### src/rtl/pool_pkg.sv
// Shared types and constants for the 4x4 pooling tile sequencer.
package pool_pkg;

    typedef enum logic [1:0] {
        LOAD = 2'd0,
        POOL = 2'd1,
        OUT  = 2'd2
    } state_t;

    localparam int TILE_DIM  = 4;
    localparam int RF_DEPTH  = 16;
    localparam int RF_ADDR_W = 4;

    // Top-left address of each 2x2 window, and the offsets of its four pixels.
    localparam logic [RF_ADDR_W-1:0] WIN_BASE [4] = '{4'd0, 4'd2, 4'd8, 4'd10};
    localparam logic [RF_ADDR_W-1:0] WIN_OFF  [4] = '{4'd0, 4'd1, 4'd4, 4'd5};

    function automatic logic [RF_ADDR_W-1:0] win_addr(input logic [1:0] w, input logic [1:0] r);
        return WIN_BASE[w] + WIN_OFF[r];
    endfunction

endpackage

### src/rtl/pool_window_reduce.sv
// Window accumulator: max pooling by default, average pooling when POOL_AVG_EN is defined.
module pool_window_reduce
    import pool_pkg::*;
#(
    parameter int DATA_WIDTH = 8
) (
    input  logic                  clk,
    input  logic                  rst,
    input  logic                  first,
    input  logic                  en,
    input  logic [DATA_WIDTH-1:0] din,
    output logic [DATA_WIDTH-1:0] result
);

`ifdef POOL_AVG_EN
    // Two guard bits hold the sum of four pixels without overflow.
    logic [DATA_WIDTH+1:0] acc;
    logic [DATA_WIDTH+1:0] acc_next;

    always_comb begin
        acc_next = first ? {2'b00, din} : acc + {2'b00, din};
    end

    assign result = acc_next[DATA_WIDTH+1:2];
`else
    logic [DATA_WIDTH-1:0] acc;
    logic [DATA_WIDTH-1:0] acc_next;

    // Strict compare so that ties keep the current value.
    always_comb begin
        acc_next = (first || (din > acc)) ? din : acc;
    end

    assign result = acc_next;
`endif

    always_ff @(posedge clk or posedge rst) begin
        if (rst) begin
            acc <= '0;
        end else if (en) begin
            acc <= acc_next;
        end
    end

endmodule

### src/rtl/pool_tile_ctrl.sv
// Loads a 4x4 tile into the pooling register file and streams out four 2x2 pooled results.
// Pooling mode is selected by POOL_AVG_EN (average) or its absence (max).
module pool_tile_ctrl
    import pool_pkg::*;
#(
    parameter int DATA_WIDTH = 8
) (
    input  logic                  clk,
    input  logic                  rst,
    input  logic                  in_valid,
    output logic                  in_ready,
    input  logic [DATA_WIDTH-1:0] in_data0,
    input  logic [DATA_WIDTH-1:0] in_data1,
    output logic                  rf_wr,
    output logic [DATA_WIDTH-1:0] rf_in1,
    output logic [DATA_WIDTH-1:0] rf_in2,
    output logic [RF_ADDR_W-1:0]  rf_add_in1,
    output logic [RF_ADDR_W-1:0]  rf_add_in2,
    output logic [RF_ADDR_W-1:0]  rf_add_out,
    input  logic [DATA_WIDTH-1:0] rf_out1,
    output logic                  out_valid,
    input  logic                  out_ready,
    output logic [DATA_WIDTH-1:0] out_data,
    output logic                  tile_done
);

    // Handshakes: a transfer happens on a rising edge where valid && ready; once out_valid
    // rises, out_data is held until that transfer, and ready without valid does nothing.
    state_t                state;
    logic [2:0]            beat;
    logic [1:0]            win;
    logic [1:0]            rd;
    logic [DATA_WIDTH-1:0] result;

    assign in_ready   = (state == LOAD) && !rst;
    assign rf_wr      = in_valid && in_ready;
    assign rf_in1     = in_data0;
    assign rf_in2     = in_data1;
    assign rf_add_in1 = {beat, 1'b0};
    assign rf_add_in2 = {beat, 1'b1};
    assign rf_add_out = win_addr(win, rd);

    pool_window_reduce #(
        .DATA_WIDTH(DATA_WIDTH)
    ) u_reduce (
        .clk    (clk),
        .rst    (rst),
        .first  (rd == 2'd0),
        .en     (state == POOL),
        .din    (rf_out1),
        .result (result)
    );

    always_ff @(posedge clk or posedge rst) begin
        if (rst) begin
            state     <= LOAD;
            beat      <= '0;
            win       <= '0;
            rd        <= '0;
            out_valid <= 1'b0;
            out_data  <= '0;
            tile_done <= 1'b0;
        end else begin
            tile_done <= 1'b0;
            case (state)
                LOAD: begin
                    if (rf_wr) begin
                        if (beat == 3'd7) begin
                            beat  <= '0;
                            win   <= '0;
                            rd    <= '0;
                            state <= POOL;
                        end else begin
                            beat <= beat + 3'd1;
                        end
                    end
                end
                POOL: begin
                    // rd wraps back to 0 after the fourth read, ready for the next window.
                    rd <= rd + 2'd1;
                    if (rd == 2'd3) begin
                        out_data  <= result;
                        out_valid <= 1'b1;
                        state     <= OUT;
                    end
                end
                OUT: begin
                    if (out_ready) begin
                        out_valid <= 1'b0;
                        rd        <= '0;
                        if (win == 2'd3) begin
                            tile_done <= 1'b1;
                            win       <= '0;
                            beat      <= '0;
                            state     <= LOAD;
                        end else begin
                            win   <= win + 2'd1;
                            state <= POOL;
                        end
                    end
                end
                default: state <= LOAD;
            endcase
        end
    end

endmodule
### config.mk
export PLATFORM = sky130hd
export DESIGN_NAME = pool_tile_ctrl
export DESIGN_NICKNAME = d
export VERILOG_FILES = /design/src/rtl/pool_pkg.sv /design/src/rtl/pool_window_reduce.sv /design/src/rtl/pool_tile_ctrl.sv
export SDC_FILE = /design/constraint.sdc
export NUM_CORES = 1
export LEC_CHECK = 0
export ABC_CLOCK_PERIOD_IN_PS = 2400
export CAP_MARGIN = 10
export CELL_PAD_IN_SITES_DETAIL_PLACEMENT = 0
export CELL_PAD_IN_SITES_GLOBAL_PLACEMENT = 1
export CORE_MARGIN = 1.5
export CORE_UTILIZATION = 32
export CTS_CLUSTER_DIAMETER = 60
export DETAILED_ROUTE_END_ITERATION = 8
export GPL_TIMING_DRIVEN = 0
export PLACE_DENSITY_LB_ADDON = 0.3
export SETUP_SLACK_MARGIN = 0.1
export SYNTH_ARGS = -nofsm -noshare
export SYNTH_HDL_FRONTEND = slang
export SYNTH_SLANG_ARGS = --single-unit
### constraint.sdc
create_clock -name clk -period 2.4 [get_ports clk]
set_clock_uncertainty 0.15 [all_clocks]
set_input_delay 0.36 -clock clk [delete_from_list [all_inputs] [get_ports clk]]
set_output_delay 0.36 -clock clk [all_outputs]
set_load 0.02 [all_outputs]
==> run summary <==
vias per cell - 4.60
Synth Warn # - 0
mapped cell area - 1690 um2
finished layout cell area - 2420 um2
Routed WL - 3780 um
switching pwr - 1.08 mW
Post-Syn Nets - 219
sw frac - 40.9%
num rows - 26
pin count of the biggest net entering global routing - 28
vias in the first global route - 1302
number of port buffers - 49
grt ovf - 0
Pint - 1.56 mW
Max Slew Vio Count - 0
Worst Hold Class - input pin to async pin
Gate power share - 59.6%
PwrDens - 1090 nW/um2
CTS root buf - clkbuf_8
Starting Density - 33.0%
final count of negative-setup-slack endpoints - 0
worst path cell trace - clkdlybuf4s50_1, ha_4, nand4_1, nor2_1, o21a_1, buf_6, a21oi_4, buf_12, mux2_2
die height - 75.6 um
Pwr Total - 2.64 mW
via count - 1398
EDFF count, synth - 0
Peak Freq - 445 MHz
PnR worst setup slack - 0.151 ns
reg2reg setup slack - 0.22 ns
Final nets - 276
leakage power figure - 1.15 nW
Clock Sinks - 27
critical path fanouts, max - 9
critical path type - input pin to register
Gate Count Post-Synth - 178
Residual DRC - 0
RSZ-0062 raised after global routing - no
post-synthesis sequential area ratio - 40.1%
DIE WIDTH - 75.6 um
Max Cap Viol - 0
IO Pins - 68
RR Endpoint - u_reduce.acc[3]
dpl ws - -0.309 ns
Critical R2R Launch - u_reduce.acc[7]
CP max-delay cell - clkdlybuf4s50_1
post-DP HPWL - 2720 um
total core area - 5110 um2
r2r worst-path depth - 9
CP Launch Type - input pin
period utilisation layout - 93.7%
initial antenna violation count - 0
CP Capture Type - register
max incr delay on CP - 0.54 ns
Tot GR Track Use - 13.9%
H-tree depth - 1
first-pass GRT wire length - 6020 um
full die area - 5710 um2
syn_area_per_cell - 9.47 um2
Crit. Startpoint - rf_out1[3]
clock slew at reported path FFs - 0.10 ns
ANT cells - 0
post-place instance area - 2260 um2
CTS tree - yes
CTS buffer count - 3
Hold Fails Final Rpt - 0
antenna-violating nets left - 0
Yosys reg bits - 27
worst-skew pair later-pin latency - 0.28 ns
Worst EP required - 2.42 ns
top_reg_cell synth - dfrtp_1
VDD IR max - 0.595 mV
GPL Wtd Cong - 0.789
DRT iter0 DRCs - 49
Clk network pwr share - 10.3%
share of cells above drive strength 1 - 20.9%
ys async rst share - 100%
status - finished clean
hold buffers post-CTS - 0
Worst slew margin - 63.0%
synth unique cells - 31
CTS Buffer Depth - 2
first-pass iteration count of the detailed router - 4
critical path arrival - 2.26 ns
Flop pwr share - 30.1%
Slew @ Worst Pin - 0.551 ns
Wirelength per Cell - 12.4 um
fin crit period - 2.25 ns
Layout Area Growth over Synthesis - 43.5%
state kept, by name, indices dropped and copies added (netlist names):
| register | count |
|---|---|
| beat | 3 |
| out_data | 8 |
| out_valid | 1 |
| rd | 2 |
| state | 2 |
| tile_done | 1 |
| u_reduce.acc | 8 |
| win | 2 |
cell type report:
cell class	count	area (um2)
fill	522	2690
multi-input combinational	109	805
sequential	27	676
timing repair buffer	52	558
buffer	26	186
tap	70	87.6
inverter	16	60.1
clock buffer	3	41.3
clock inverter	1	5.00
repair_timing:
action,4_1_cts,5_1_grt
setup endpoints to repair,17,9
pin swaps,4,6
setup buffers,2,0
cloned,0,0
resized for setup,5,10
cell usage after synthesis, drive strengths merged (3+ instances only):
| cell type | count | area (um2) |
|---|---|---|
| a31oi | 8 | 50.1 |
| mux2 | 11 | 124 |
| o21ai | 15 | 86.3 |
| nand3 | 9 | 45.0 |
| nor2 | 15 | 56.3 |
| dfrtp | 27 | 676 |
| inv | 16 | 60.1 |
| o21a | 4 | 30.0 |
| nor2b | 3 | 18.8 |
| buf | 23 | 174 |
| clkbuf | 3 | 11.3 |
| a21oi | 5 | 36.3 |
| nand2 | 6 | 22.5 |
| ha | 13 | 163 |
worst max-delay path, delay by kind of cell:
kind / cells / cell delay (ns)
fa+ha+maj: 1 / 0.23
compound gates: 2 / 0.35
mux: 1 / 0.33
simple gates: 2 / 0.16
buf+inv: 3 / 0.82
routing by layer:
| metal | track usage [%] | wire length, um |
|---|---|---|
| met1 | 17.0 | 1660 |
| met2 | 25.1 | 1860 |
| met3 | 3.17 | 245 |
| met4 | 2.58 | 18 |
| met5 | 0 | 0 |
cell usage in the layout, fill, tap and decap left out, drive strengths merged:
master / count
nor3: 2
nand2: 6
and3: 2
o21ai: 15
a31oi: 8
nand3b: 2
o211a: 1
nand2b: 2
o22ai: 1
a31o: 1
nor2: 15
clkbuf: 6
mux2i: 1
ha: 13
nor2b: 3
dlygate4sd2: 2
conb: 2
a21o: 2
and2: 1
dlymetal6s2s: 6
clkdlybuf4s50: 41
nand3: 9
nand4: 2
o21a: 4
a21oi: 5
dfrtp: 27
inv: 16
buf: 26
mux2: 11
or2: 1
clkinv: 1
kinds of logic (layout without fill, tap and decap cells):
| group | count (synthesis) | after routing | share of synthesized area [%] |
|---|---|---|---|
| DFF | 27 | 27 | 40.1 |
| other | 2 | 2 | 0.446 |
| AOI/OAI and AO/OA | 37 | 37 | 14.4 |
| and+or+nand+nor | 45 | 45 | 12.9 |
| muxes | 12 | 12 | 7.94 |
| adders and majority gates | 13 | 13 | 9.65 |
| buffers and inverters | 42 | 98 | 14.6 |
worst max-delay path by stage:
stage                                  to  cells past startpoint
after global routing      u_reduce.acc[0]                      9
after detailed placement  u_reduce.acc[3]                      8
after global placement    u_reduce.acc[7]                      8
after floorplan                   beat[0]                      5
final                     u_reduce.acc[3]                      9
after CTS                 u_reduce.acc[3]                      9
power groups by stage:
| stage | clock, mW | sequential (mW) | combinational, mW |
|---|---|---|---|
| after floorplan | 0 | 0.925 | 0.848 |
| after detailed placement | 0 | 0.804 | 1.50 |
| after global placement | 0 | 0.808 | 1.48 |
| after CTS | 0.284 | 0.795 | 1.56 |
| final | 0.271 | 0.794 | 1.57 |
| after global routing | 0.300 | 0.829 | 1.74 |
per-stage QoR:
step                      utilization, %  instances  hold WS, ns  setup TNS (ns)
after floorplan                        -        178        0.263               0
after global placement              44.3        297        0.340           -4.53
after detailed placement            44.3        297        0.352           -4.44
after CTS                           46.0        303        0.379               0
after global routing                47.4        304        0.244               0
final                               47.4        304        0.223               0
(Power assumes the default switching activity.)
